<file path="src/rtl/asp_retry_engine.sv">
// Authenticated security processor with ACK-based reliable transmit.
// The TX path parity-checks host words, tags them, and buffers them in a small FIFO.
// It retransmits the head frame on ACK timeout.
// The RX path verifies the tag, delivers good data to the host and returns an ACK.
module asp_retry_engine #(
    parameter int unsigned DATA_SIZE = 32,
    parameter int unsigned TAG_SIZE  = 8,
    parameter int unsigned DEPTH     = 4,
    parameter int unsigned TIMEOUT   = 16,
    parameter int unsigned MAX_RETRY = 3
) (
    input  logic                          clk,
    input  logic                          reset,
    input  logic [TAG_SIZE-1:0]           key_in,
    input  logic                          data_parity_ready_in,
    input  logic [DATA_SIZE:0]            data_parity_in,
    output logic                          host_ready_out,
    output logic                          parity_error_out,
    output logic                          network_data_ready_out,
    output logic [DATA_SIZE+TAG_SIZE-1:0] network_data_tag_out,
    input  logic                          network_ACK_in,
    output logic                          tx_fail_out,
    input  logic                          network_data_ready_in,
    input  logic [DATA_SIZE+TAG_SIZE-1:0] network_data_tag_in,
    output logic                          host_data_ready_out,
    output logic [DATA_SIZE-1:0]          host_data_out,
    output logic                          network_ACK_out,
    output logic                          tag_error_out
);

    localparam int unsigned FRAME_W = DATA_SIZE + TAG_SIZE;
    localparam int unsigned SLICES  = DATA_SIZE / TAG_SIZE;
    localparam int unsigned PTR_W   = $clog2(DEPTH);
    localparam int unsigned CNT_W   = PTR_W + 1;
    localparam int unsigned TMR_W   = $clog2(TIMEOUT + 1);
    localparam int unsigned RTY_W   = $clog2(MAX_RETRY + 2);

    typedef enum logic [1:0] {
        IDLE     = 2'd0,
        SEND     = 2'd1,
        WAIT_ACK = 2'd2
    } tx_state_t;

    // Keyed tag: XOR of all TAG_SIZE slices of the payload, folded with the key.
    function automatic logic [TAG_SIZE-1:0] calc_tag(input logic [DATA_SIZE-1:0] data,
                                                     input logic [TAG_SIZE-1:0]  key);
        logic [TAG_SIZE-1:0] acc;
        acc = key;
        for (int unsigned i = 0; i < SLICES; i++) begin
            acc = acc ^ data[i*TAG_SIZE +: TAG_SIZE];
        end
        return acc;
    endfunction

    logic [FRAME_W-1:0]   fifo_mem [DEPTH];
    logic [PTR_W-1:0]     wr_ptr;
    logic [PTR_W-1:0]     rd_ptr;
    logic [CNT_W-1:0]     count;
    logic [CNT_W-1:0]     count_nxt_c;
    tx_state_t            state;
    logic [TMR_W-1:0]     timer;
    logic [RTY_W-1:0]     retry;
    logic                 accept_c;
    logic                 parity_ok_c;
    logic                 push_c;
    logic                 pop_c;
    logic                 timeout_c;
    logic [DATA_SIZE-1:0] rx_data_c;
    logic [TAG_SIZE-1:0]  rx_tag_c;

    // Handshake, FIFO push/pop decisions and next occupancy.
    always_comb begin
        accept_c    = data_parity_ready_in && host_ready_out;
        parity_ok_c = ~(^data_parity_in);
        push_c      = accept_c && parity_ok_c;
        timeout_c   = (timer == TMR_W'(TIMEOUT - 1));
        pop_c       = (state == WAIT_ACK) &&
                      (network_ACK_in || (timeout_c && (retry == RTY_W'(MAX_RETRY))));
        rx_data_c   = network_data_tag_in[FRAME_W-1:TAG_SIZE];
        rx_tag_c    = network_data_tag_in[TAG_SIZE-1:0];
        count_nxt_c = count;
        case ({push_c, pop_c})
            2'b10:   count_nxt_c = count + CNT_W'(1);
            2'b01:   count_nxt_c = count - CNT_W'(1);
            default: count_nxt_c = count;
        endcase
    end

    // Frame storage; contents are only meaningful between push and pop.
    always_ff @(posedge clk) begin
        if (push_c) begin
            fifo_mem[wr_ptr] <= {data_parity_in[DATA_SIZE:1],
                                 calc_tag(data_parity_in[DATA_SIZE:1], key_in)};
        end
    end

    // FIFO pointers, occupancy, host back-pressure and parity error pulse.
    always_ff @(posedge clk or negedge reset) begin
        if (!reset) begin
            wr_ptr           <= '0;
            rd_ptr           <= '0;
            count            <= '0;
            host_ready_out   <= 1'b1;
            parity_error_out <= 1'b0;
        end else begin
            if (push_c) wr_ptr <= wr_ptr + PTR_W'(1);
            if (pop_c)  rd_ptr <= rd_ptr + PTR_W'(1);
            count            <= count_nxt_c;
            host_ready_out   <= (count_nxt_c != CNT_W'(DEPTH));
            parity_error_out <= accept_c && !parity_ok_c;
        end
    end

    // TX send / wait-for-ACK / retry state machine.
    always_ff @(posedge clk or negedge reset) begin
        if (!reset) begin
            state                  <= IDLE;
            timer                  <= '0;
            retry                  <= '0;
            network_data_ready_out <= 1'b0;
            network_data_tag_out   <= '0;
            tx_fail_out            <= 1'b0;
        end else begin
            network_data_ready_out <= 1'b0;
            tx_fail_out            <= 1'b0;
            case (state)
                IDLE: begin
                    if (count != '0) state <= SEND;
                end
                SEND: begin
                    network_data_ready_out <= 1'b1;
                    network_data_tag_out   <= fifo_mem[rd_ptr];
                    timer                  <= '0;
                    state                  <= WAIT_ACK;
                end
                WAIT_ACK: begin
                    timer <= timer + TMR_W'(1);
                    if (network_ACK_in) begin
                        retry <= '0;
                        state <= IDLE;
                    end else if (timeout_c) begin
                        if (retry == RTY_W'(MAX_RETRY)) begin
                            tx_fail_out <= 1'b1;
                            retry       <= '0;
                            state       <= IDLE;
                        end else begin
                            retry <= retry + RTY_W'(1);
                            state <= SEND;
                        end
                    end
                end
                default: state <= IDLE;
            endcase
        end
    end

    // RX tag verification with one cycle of latency.
    always_ff @(posedge clk or negedge reset) begin
        if (!reset) begin
            host_data_ready_out <= 1'b0;
            host_data_out       <= '0;
            network_ACK_out     <= 1'b0;
            tag_error_out       <= 1'b0;
        end else begin
            host_data_ready_out <= 1'b0;
            network_ACK_out     <= 1'b0;
            tag_error_out       <= 1'b0;
            if (network_data_ready_in) begin
                if (rx_tag_c == calc_tag(rx_data_c, key_in)) begin
                    host_data_ready_out <= 1'b1;
                    host_data_out       <= rx_data_c;
                    network_ACK_out     <= 1'b1;
                end else begin
                    tag_error_out <= 1'b1;
                end
            end
        end
    end

endmodule

</file>
<file path="config.mk">
export PLATFORM = sky130hd
export DESIGN_NAME = asp_retry_engine
export DESIGN_NICKNAME = d
export VERILOG_FILES = /design/src/rtl/asp_retry_engine.sv
export SDC_FILE = /design/constraint.sdc
export NUM_CORES = 1
export LEC_CHECK = 0
export BUFFER_PORTS_ARGS = -buffer_cell sky130_fd_sc_hd__buf_2
export CORE_ASPECT_RATIO = 1.4
export CORE_MARGIN = 2
export CORE_UTILIZATION = 30
export CTS_BUF_LIST = sky130_fd_sc_hd__clkbuf_2
export CTS_CLUSTER_DIAMETER = 120
export CTS_CLUSTER_SIZE = 12
export DETAILED_ROUTE_END_ITERATION = 10
export PLACE_DENSITY_LB_ADDON = 0.25
export SYNTH_ARGS = -nofsm -noshare
export SYNTH_HDL_FRONTEND = slang
export SYNTH_SLANG_ARGS = --single-unit
export TNS_END_PERCENT = 50
</file>
<file path="constraint.sdc">
create_clock -name clk -period 2.87 [get_ports clk]
set_input_delay 0.574 -clock clk [delete_from_list [all_inputs] [get_ports clk]]
set_output_delay 0.574 -clock clk [all_outputs]
set_load 0.01 [all_outputs]
</file>
==> impl_metrics.py, run 1 <==
metrics = {
    "logic_synthesis": {
        "synth_most_common_cell": "sky130_fd_sc_hd__edfxtp_1",
        "mappedNetlistArea_um2": 10500,
        "seq_area_frac_synth": 0.686,
        "post_synth_and_or_nand_nor_area_fraction": 0.0192,
        "synth_cells": 550,
        "synth_top_family_by_area": "multiplexers",
        "synthDominantAreaCellType": "sky130_fd_sc_hd__edfxtp_1",
        "ys_async_sr_fraction": 0.373,
        "post_synthesis_compound_gate_area_fraction": 0.00932,
        "area_contributors_post_synth": "sky130_fd_sc_hd__edfxtp_1, sky130_fd_sc_hd__dfrtp_1, sky130_fd_sc_hd__mux4_2",
        "synth.net_count": 649,
        "synth_fa_ha_area_frac": 0.0163,
        "ys_ff_latch": 255,
        "synth_edf_count": 160,
        "yosys-mux-area-fraction": 0.178,
        "synth_top_cell_area_share": 0.459,
        "synthesis.area_per_instance_um2": 19.0,
        "synthXorXnorAreaFrac": 0.0759,
        "synth_ff_type": "sky130_fd_sc_hd__edfxtp_1",
        "post_synth_num_cell_types": 41,
        "yosysWarningCount": 0,
        "ys_top_cells_by_count": "sky130_fd_sc_hd__edfxtp_1, sky130_fd_sc_hd__dfrtp_1, sky130_fd_sc_hd__xnor2_1",
    },
    "worst_setup_path": {
        "critPathLaunchType": "input pin",
        "worst_reg_to_reg_path_cell_count": 12,
        "worst_path_dominant_cell_family": "XOR/XNOR gates",
        "critPathMaxFanout": 2,
        "reg2reg_from": "timer[0]$_DFFE_PN0P_",
        "critPathSlowestCell": "sky130_fd_sc_hd__dlygate4sd3_1",
        "worstReg2RegEnd": "host_ready_out$_DFF_PN1_",
        "sum_of_buffers_and_inverters_on_the_critical_path": 3,
        "path_class": "in2reg",
        "worstPathRequired_ps": 3690,
        "critical_path.max_stage_delay_ps": 620,
        "critical_path_cell_by_cell": "dlygate4sd3_1 > xnor2_2 > xnor2_2 > xnor2_2 > xnor3_2 > mux2i_4 > inv_1 > ha_2 > inv_1 > fa_2 > xor2_1 > nor2_1 > xor2_1 > nand2_1",
        "ff2ff_setup_slack_ps": 260,
        "cp.arrival_ps": 3660,
        "endpoint_kind": "flip-flop",
        "path_common_cell": "sky130_fd_sc_hd__xnor2_2",
    },
    "power_and_ir_drop": {
        "max-vdd-ir-drop_v": 0.000367,
        "powerDensity_nw_per_um2": 833,
        "p_clk_frac": 0.140,
        "power_switching_share": 0.321,
        "combPwrFrac": 0.380,
        "seqPwrFrac": 0.480,
        "power.net_switching_mw": 3.63,
        "power.internal_mw": 7.67,
        "static-leakage-power_nw": 5.56,
    },
    "floorplan": {
        "die-width_um": 162,
        "design.die.area_um2": 36400,
        "rows": 81,
        "core_region_area_um2": 34700,
        "floorplan.initialDensity": 0.302,
        "die_y_um": 225,
        "io-pin-count": 165,
    },
    "place": {
        "gpl.final_weighted_congestion": 0.735,
        "dp_cells": 1209,
        "place_worst_setup_slack_ps": -482,
        "i_o_buffers": 164,
        "dp_hpwl_um": 15600,
        "place_area_um2": 12400,
    },
    "drt": {
        "remaining_drc_errors": 0,
        "routed_wirelength_um": 23800,
        "vias": 5699,
        "ant_nets": 0,
        "post_drt_via_cell_ratio": 4.29,
        "detailedRoute.firstIterationViolations": 225,
        "avgRoutedWirePerCell_um": 17.9,
        "detailed_routing_iteration_count_for_the_pre_antenna_repair_pass": 4,
    },
    "timing": {
        "finalClockSkew_ps": 41.2,
        "finalWorstPathRequiredPeriod_ps": 2840,
        "max_clock_freq_mhz": 353,
        "fin_worst_hold_slack_ps": 148,
        "fin_crit_sh": 0.988,
        "rel_slew_slack": 0.682,
        "setup-violations-final": 0,
        "post-route-worst-setup-slack_ps": 34.7,
        "final_max_tran_viols": 0,
        "timing_worst_slew_pin_value_ps": 476,
        "finalHoldViolCount": 0,
    },
    "grt": {
        "antenna_found_initial": 4,
        "global_route_wire_length_before_repair_um": 36500,
        "grt_usage": 0.132,
        "grt_remaining_overflow": 0,
        "grt_start_max_net_pins": 69,
        "first_global_vias": 6332,
    },
    "final_layout": {
        "fillers": 3255,
        "area_growth_pct": 29.4,
        "final_cells": 1329,
        "drive_gt1_frac": 0.470,
        "postLayoutCellArea_um2": 13600,
        "fin_nets": 953,
    },
    "clock_network": {
        "clock-sinks": 255,
        "cts-root-to-sink-buffers": 3,
        "ctsRootBufferMaster": "sky130_fd_sc_hd__clkbuf_2",
        "cts.reportedPaths.clkPinSlew_ps": 230,
        "tritoncts": "yes",
        "tritoncts_buffer_count": 25,
        "worst_skew_pair.late_latency_ps": 880,
        "htree_num_levels": 1,
    },
    "min_path": {
        "worstHoldPathType": "in2async",
    },
    "run": {
        "max_cap_violations": 0,
    },
    "outcome": {
        "run_status": "finished, final reports clean",
    },
}
-- placed cells by master, fill, tap and decap left out, drive strengths merged --
cell,synthesis,routed
a21oi,5,5
and2,4,4
and3,2,2
buf,12,221
clkbuf,8,44
dfrtp,94,94
dfstp,1,1
diode,0,1
dlygate4sd3,0,74
dlymetal6s4s,0,2
edfxtp,160,160
fa,1,1
ha,12,12
inv,14,15
mux2,73,73
mux2i,2,2
mux4,40,40
nand2,10,10
nand2b,1,1
nand3,4,4
nand3b,1,1
nand4,1,1
nor2,8,8
nor2b,2,2
nor3b,1,1
nor4,2,2
nor4b,1,1
o21a,1,1
o21ai,7,7
o22ai,2,2
o2bb2ai,2,2
or2,1,1
xnor2,57,57
xnor3,8,8
xor2,13,13
-- layer usage --
| layer | vias to the layer above | wire length [um] | GRT usage |
|---|---|---|---|
| met5 | - | 40 | 0 |
| met4 | 6 | 559 | 0.0434 |
| met3 | 42 | 1110 | 0.0248 |
| met2 | 118 | 12700 | 0.244 |
| met1 | 2862 | 9390 | 0.154 |
| li1 | 2671 | - | - |
-- layout make-up --
class / count / area, um^2 / share of cell area
Sequential cell: 255 / 7190 / 0.530
Multi-Input combinational cell: 261 / 3330 / 0.245
Timing Repair Buffer: 297 / 2180 / 0.161
Tap cell: 456 / 571 / 0.0421
Clock buffer: 44 / 220 / 0.0163
Inverter: 14 / 52.6 / 0.00388
Clock inverter: 1 / 11.3 / 0.000831
Antenna cell: 1 / 2.50 / 0.000185
-- power groups by stage --
stage,Combinational (mW),Clock (mW),Sequential [mW]
CTS,4.32,1.69,5.45
finish,4.29,1.58,5.43
detailed placement,4.23,0,5.53
global placement,4.19,0,5.51
global route,4.70,1.84,5.54
floorplan,2.47,0,5.57
-- registers in the layout, summed over array words and instances (netlist names) --
name	flops
fifo_mem	160
network_data_tag_out	40
host_data_out	32
timer	5
count	3
retry	3
rd_ptr	2
state	2
wr_ptr	2
host_ready_out	1
network_ACK_out	1
network_data_ready_out	1
parity_error_out	1
tag_error_out	1
tx_fail_out	1
-- worst max-delay path by stage --
stage	startpoint	end	slack (ps)	cells past startpoint
floorplan	data_parity_in[21]	fifo_mem[3][0]$_DFFE_PP_	-390	6
global placement	data_parity_in[21]	host_ready_out$_DFF_PN1_	-420	15
detailed placement	data_parity_in[21]	host_ready_out$_DFF_PN1_	-480	15
CTS	data_parity_in[23]	host_ready_out$_DFF_PN1_	3	14
global route	data_parity_in[18]	host_ready_out$_DFF_PN1_	-2	14
finish	data_parity_in[8]	host_ready_out$_DFF_PN1_	30	14
-- timing repair --
item                                   CTS  global route
endpoints found under the hold margin  243             0
setup endpoints to repair                0             3
hold buffers                            76             0
buffers inserted                         0             4
resized for setup                        0            28
-- stage by stage --
step                power [mW]  utilization  setup TNS [ps]
floorplan                 8.04            -          -15720
global placement          9.70        0.357          -17970
detailed placement        9.75        0.357          -21430
CTS                       11.5        0.385               0
global route              12.1        0.391           -2.48
finish                    11.3        0.391               0
-- cell families (layout without fill, tap and decap cells) --
| logic type | after synthesis | after routing |
|---|---|---|
| compound gates | 17 | 17 |
| xor+xnor | 78 | 78 |
| fa+ha+maj | 13 | 13 |
| buf+inv | 34 | 356 |
| flops | 255 | 255 |
| mux | 115 | 115 |
| other cells | 0 | 1 |
| simple gates | 38 | 38 |
Power figures use the tool's default switching activity.
==> inputs of run 2 (changes only) <==
- RECOVER_POWER: default -> 50
==> impl_metrics.py, run 2 (synthesis gave the netlist of run 1 again) <==
metrics = {
    "timing": {
        "finalClockSkew_ps": 49.2,
        "rel_slew_slack": -0.300,
        "finalHoldViolCount": 0,
        "setup-violations-final": 0,
        "final_max_tran_viols": 28,
        "fin_crit_sh": 0.987,
        "timing_worst_slew_pin_value_ps": 1950,
        "grt_setup_unrepaired": "false",
        "finalWorstPathRequiredPeriod_ps": 2830,
        "fin_worst_hold_slack_ps": 186,
        "max_clock_freq_mhz": 353,
        "setup_total_negative_slack_ps": 0,
    },
    "drt": {
        "detailedRoute.firstIterationViolations": 248,
        "vias": 5714,
        "met2RoutedLength_um": 12600,
        "detail_route.wirelength.met1_um": 9410,
        "avgRoutedWirePerCell_um": 17.9,
        "post_drt_via_cell_ratio": 4.30,
        "routed_wirelength_um": 23800,
        "dr.max_layer_used": "met5",
        "ant_nets": 0,
        "detailed_routing_iteration_count_for_the_pre_antenna_repair_pass": 4,
        "remaining_drc_errors": 0,
        "routed_met3_length_um": 1120,
    },
    "worst_setup_path": {
        "worst_reg_to_reg_path_cell_count": 12,
        "critPathLaunch": "data_parity_in[8]",
        "cp.arrival_ps": 3640,
        "endpoint_kind": "flip-flop",
        "critPathMaxFanout": 2,
        "worstReg2RegEnd": "host_ready_out$_DFF_PN1_",
        "ff2ff_setup_slack_ps": 260,
        "critPathLaunchType": "input pin",
        "worstPathRequired_ps": 3680,
        "reg2reg_from": "timer[0]$_DFFE_PN0P_",
        "cp-endpoint": "host_ready_out$_DFF_PN1_",
        "path_class": "in2reg",
    },
    "final_layout": {
        "most_frequent_cells_in_the_layout": "sky130_fd_sc_hd__edfxtp_1, sky130_fd_sc_hd__buf_2, sky130_fd_sc_hd__dfrtp_1, sky130_fd_sc_hd__dlygate4sd3_1, sky130_fd_sc_hd__clkbuf_1",
        "drive_gt1_frac": 0.415,
        "biggestRegsByFlops": "fifo_mem: 160 flops, network_data_tag_out: 40 flops, host_data_out: 32 flops",
        "final_util": 0.387,
        "area_growth_pct": 28.0,
        "top_reg_by_flops": "fifo_mem",
        "mostFrequentLayoutCell": "sky130_fd_sc_hd__edfxtp_1",
        "fin_nets": 953,
        "final_cells": 1329,
        "max_reg_flops": 160,
    },
    "run": {
        "max_cap_violations": 1,
    },
    "grt": {
        "grt_start_max_net_pins": 69,
        "first_global_vias": 6332,
        "antenna_found_initial": 4,
        "global_route_wire_length_before_repair_um": 36500,
        "grt_remaining_overflow": 0,
        "grt_usage": 0.132,
    },
    "clock_network": {
        "worst_skew_pair.late_latency_ps": 880,
        "clock-sinks": 255,
        "tritoncts_buffer_count": 25,
        "cts.reportedPaths.clkPinSlew_ps": 230,
        "ctsRootBufferMaster": "sky130_fd_sc_hd__clkbuf_2",
        "htree_num_levels": 1,
        "cts-root-to-sink-buffers": 3,
        "tritoncts": "yes",
    },
    "floorplan": {
        "rows": 81,
        "io-pin-count": 165,
        "floorplan.initialDensity": 0.302,
        "die-width_um": 162,
        "design.die.area_um2": 36400,
        "core_region_area_um2": 34700,
        "die_y_um": 225,
    },
    "outcome": {
        "violated_checks": "max-capacitance violations, max-slew violations",
        "run_status": "finished with violations",
    },
    "power_and_ir_drop": {
        "design_power_total_mw": 11.3,
        "powerDensity_nw_per_um2": 840,
        "static-leakage-power_nw": 5.38,
        "max-vdd-ir-drop_v": 0.000368,
    },
    "place": {
        "i_o_buffers": 164,
        "dp_hpwl_um": 15600,
        "gpl.final_weighted_congestion": 0.735,
        "dp_cells": 1209,
    },
    "min_path": {
        "worstHoldPathType": "in2reg",
    },
}
## run 2: cell count changes in the layout (fill, tap and decap cells not counted), moves of 2 or more
cell	change
sky130_fd_sc_hd__dlymetal6s4s_1	-2
sky130_fd_sc_hd__buf_2	-16
sky130_fd_sc_hd__clkbuf_1	+46
sky130_fd_sc_hd__buf_4	-32
sky130_fd_sc_hd__clkdlybuf4s25_1	+2
sky130_fd_sc_hd__clkbuf_4	+2
## run 2: area by class of cell
class	instances	area, um^2
fillers	3288	21300
flip-flops and latches	255	7190
multi-input cells	261	3320
repair buffers	297	2040
well taps	456	571
clock buffers	44	220
inverters	14	52.6
clock inverters	1	11.3
diodes	1	2.50
## run 2: report_power, final
group          internal (mW)  switching [mW]  total (mW)  leakage (nW)
clock network          0.396            1.18        1.58         0.189
logic                   2.27            1.99        4.26          2.55
registers               4.97           0.456        5.43          2.65
total                   7.63            3.63        11.3          5.38
## run 2: worst min path at each step
stage                      startpoint                              endpoint  depth (start not counted)
6_report       network_data_tag_in[0]               tag_error_out$_DFF_PN0_                          5
3_3_place_gp     retry[2]$_DFFE_PN0P_                  retry[2]$_DFFE_PN0P_                          1
2_1_floorplan                   reset                    count[0]$_DFF_PN0_                          0
4_1_cts                         reset  network_data_tag_out[27]$_DFFE_PN0P_                          2
5_1_grt            data_parity_in[16]             fifo_mem[3][23]$_DFFE_PP_                          1
3_5_place_dp     retry[2]$_DFFE_PN0P_                  retry[2]$_DFFE_PN0P_                          1
## run 2: metal layers
layer	track usage	vias up
met5	0	-
met2	0.244	128
met4	0.0434	6
li1	-	2670
met3	0.0248	45
met1	0.154	2865
## run 2: repair_timing
action / 4_1_cts / 5_1_grt
setup buffers: 0 / 4
hold endpoints to repair: 243 / 0
resized for setup: 0 / 28
setup endpoints to repair: 0 / 3
hold buffers: 76 / 0
## run 2: critical path, stage by stage
cell	delay (ps)
sky130_fd_sc_hd__dlygate4sd3_1	620
sky130_fd_sc_hd__xnor2_2	180
sky130_fd_sc_hd__xnor2_2	300
sky130_fd_sc_hd__xnor2_2	150
sky130_fd_sc_hd__xnor3_2	470
sky130_fd_sc_hd__mux2i_4	200
sky130_fd_sc_hd__inv_1	60
sky130_fd_sc_hd__ha_2	170
sky130_fd_sc_hd__inv_1	50
sky130_fd_sc_hd__fa_2	330
sky130_fd_sc_hd__xor2_1	140
sky130_fd_sc_hd__nor2_1	120
sky130_fd_sc_hd__xor2_1	190
sky130_fd_sc_hd__nand2_1	70
## run 2: stage by stage
stage	instance area, um^2	setup slack (ps)
3_5_place_dp	12400	-482
5_1_grt	13400	7.31
3_3_place_gp	12400	-421
6_report	13400	36.2
4_1_cts	13400	3.06
2_1_floorplan	10500	-387
==> inputs of run 3 (changes only) <==
- clock period: 2.87 -> 2.5 ns (I/O delays scaled with it)
==> impl_metrics.py, run 3 (synthesis gave the netlist of run 1 again) <==
metrics = {
    "power_and_ir_drop": {
        "static-leakage-power_nw": 5.38,
        "powerDensity_nw_per_um2": 962,
        "design_power_total_mw": 12.9,
        "max-vdd-ir-drop_v": 0.000369,
    },
    "drt": {
        "detailed_routing_iteration_count_for_the_pre_antenna_repair_pass": 4,
        "remaining_drc_errors": 0,
        "detailedRoute.firstIterationViolations": 186,
        "vias": 5864,
        "post_drt_via_cell_ratio": 4.37,
        "ant_nets": 0,
        "routed_wirelength_um": 23700,
        "avgRoutedWirePerCell_um": 17.7,
    },
    "worst_setup_path": {
        "reg2reg_from": "timer[1]$_DFFE_PN0P_",
        "path_class": "in2reg",
        "endpoint_kind": "flip-flop",
        "worstReg2RegEnd": "host_ready_out$_DFF_PN1_",
        "critPathLaunchType": "input pin",
        "worstPathRequired_ps": 3310,
        "ff2ff_setup_slack_ps": 170,
        "critPathLaunch": "key_in[3]",
        "cp.arrival_ps": 3360,
        "critPathMaxFanout": 6,
        "worst_reg_to_reg_path_cell_count": 12,
    },
    "timing": {
        "finalWorstPathRequiredPeriod_ps": 2550,
        "finalHoldViolCount": 0,
        "timing_worst_slew_pin_value_ps": 1340,
        "fin_worst_hold_slack_ps": 361,
        "final_max_tran_viols": 0,
        "setup-violations-final": 1,
        "finalClockSkew_ps": 64.1,
        "post-route-worst-setup-slack_ps": -46.9,
        "fin_crit_sh": 1.02,
        "max_clock_freq_mhz": 393,
        "rel_slew_slack": 0.106,
        "grt_setup_unrepaired": "true",
    },
    "final_layout": {
        "postLayoutCellArea_um2": 13400,
        "final_cells": 1342,
        "drive_gt1_frac": 0.402,
        "fin_nets": 963,
        "max_reg_flops": 160,
        "top_reg_by_flops": "fifo_mem",
        "biggestRegsByFlops": "fifo_mem: 160 flops, network_data_tag_out: 40 flops, host_data_out: 32 flops",
        "area_growth_pct": 28.4,
        "most_frequent_cells_in_the_layout": "sky130_fd_sc_hd__edfxtp_1, sky130_fd_sc_hd__buf_2, sky130_fd_sc_hd__dfrtp_1, sky130_fd_sc_hd__dlygate4sd3_1, sky130_fd_sc_hd__clkbuf_1",
        "mostFrequentLayoutCell": "sky130_fd_sc_hd__edfxtp_1",
    },
    "clock_network": {
        "htree_num_levels": 1,
        "post-cts-setup-buffers": 0,
        "tritoncts": "yes",
        "ctsRootBufferMaster": "sky130_fd_sc_hd__clkbuf_2",
        "cts-root-to-sink-buffers": 3,
        "worst_skew_pair.late_latency_ps": 890,
        "clock-sinks": 255,
        "tritoncts_buffer_count": 25,
        "cts.reportedPaths.clkPinSlew_ps": 250,
    },
    "grt": {
        "first_global_vias": 6404,
        "antenna_found_initial": 6,
        "grt_start_max_net_pins": 60,
        "grt_usage": 0.132,
        "global_route_wire_length_before_repair_um": 36700,
        "grt_remaining_overflow": 0,
    },
    "floorplan": {
        "io-pin-count": 165,
        "core_region_area_um2": 34700,
        "floorplan.initialDensity": 0.302,
        "design.die.area_um2": 36400,
        "die_y_um": 225,
        "die-width_um": 162,
        "rows": 81,
    },
    "place": {
        "place_worst_setup_slack_ps": -872,
        "dp_cells": 1213,
        "i_o_buffers": 164,
        "dp_hpwl_um": 15400,
        "gpl.final_weighted_congestion": 0.697,
        "place_area_um2": 12500,
    },
    "min_path": {
        "worstHoldPathType": "in2reg",
        "min_delay_worst_endpoint": "host_data_out[25]$_DFFE_PN0P_",
        "whs_path_depth": 3,
        "min_from": "network_data_tag_in[33]",
    },
    "run": {
        "max_cap_violations": 0,
    },
    "outcome": {
        "violated_checks": "negative setup slack",
        "run_status": "finished with violations",
    },
}
[run 3: cell types whose count changed in the layout (fill, tap and decap cells not counted), sizes merged]
cell / delta
clkbuf: +17
clkdlybuf4s25: -2
diode: +2
buf: -11
inv: +1
dlygate4sd3: +6
[run 3: area by class of cell]
cell class	count	area, um^2
timing repair buffer	307	2110
antenna	3	7.51
sequential	255	7190
tap	456	571
inverter	14	52.6
clock inverter	2	15.0
multi-input combinational	261	3280
fill	3286	21200
clock buffer	44	220
[run 3: how the worst max path moves through the flow]
stage / end / slack [ps] / cells after the start
detailed placement: host_ready_out$_DFF_PN1_ / -870 / 14
global route: host_data_out[18]$_DFFE_PN0P_ / -8 / 10
floorplan: host_ready_out$_DFF_PN1_ / -360 / 13
CTS: count[1]$_DFF_PN0_ / 30 / 12
finish: host_data_out[18]$_DFFE_PN0P_ / -50 / 10
global placement: host_ready_out$_DFF_PN1_ / -710 / 14
[run 3: report_power, final]
group / leakage (nW) / switching [mW] / internal (mW)
Combinational: 2.54 / 2.32 / 2.63
Clock: 0.193 / 1.36 / 0.459
Sequential: 2.65 / 0.449 / 5.70
Total: 5.38 / 4.14 / 8.80
[run 3: stage by stage]
stage	util	setup TNS (ps)
4_1_cts	0.391	0
6_report	0.388	-46.9
3_5_place_dp	0.361	-95250
5_1_grt	0.388	-8.10
2_1_floorplan	-	-43050
3_3_place_gp	0.361	-77240
[run 3: routing by layer]
layer  part of all wire  wire (um)  GRT usage  vias to the layer above
li1                   -          -          -                     2702
met1               0.39       9340      0.152                     2988
met2               0.53      12600      0.243                      126
met3              0.050       1180     0.0283                       42
met4              0.025        588     0.0434                        6
met5             0.0018         43          0                        -
[run 3: repair_timing]
item	in CTS	in global routing
hold buffers	80	0
gates resized for setup	0	10
endpoints found under the setup margin	0	4
hold endpoints to repair	294	0
[run 3: worst max-delay path: stages]
cell                            delay (ps)
sky130_fd_sc_hd__dlygate4sd3_1         540
sky130_fd_sc_hd__buf_2                 150
sky130_fd_sc_hd__xor2_1                170
sky130_fd_sc_hd__xnor3_2               420
sky130_fd_sc_hd__nand2_1               100
sky130_fd_sc_hd__nor4_4                310
sky130_fd_sc_hd__nand2_2               130
sky130_fd_sc_hd__buf_4                 190
sky130_fd_sc_hd__mux2_4                290
sky130_fd_sc_hd__dlygate4sd3_1         560
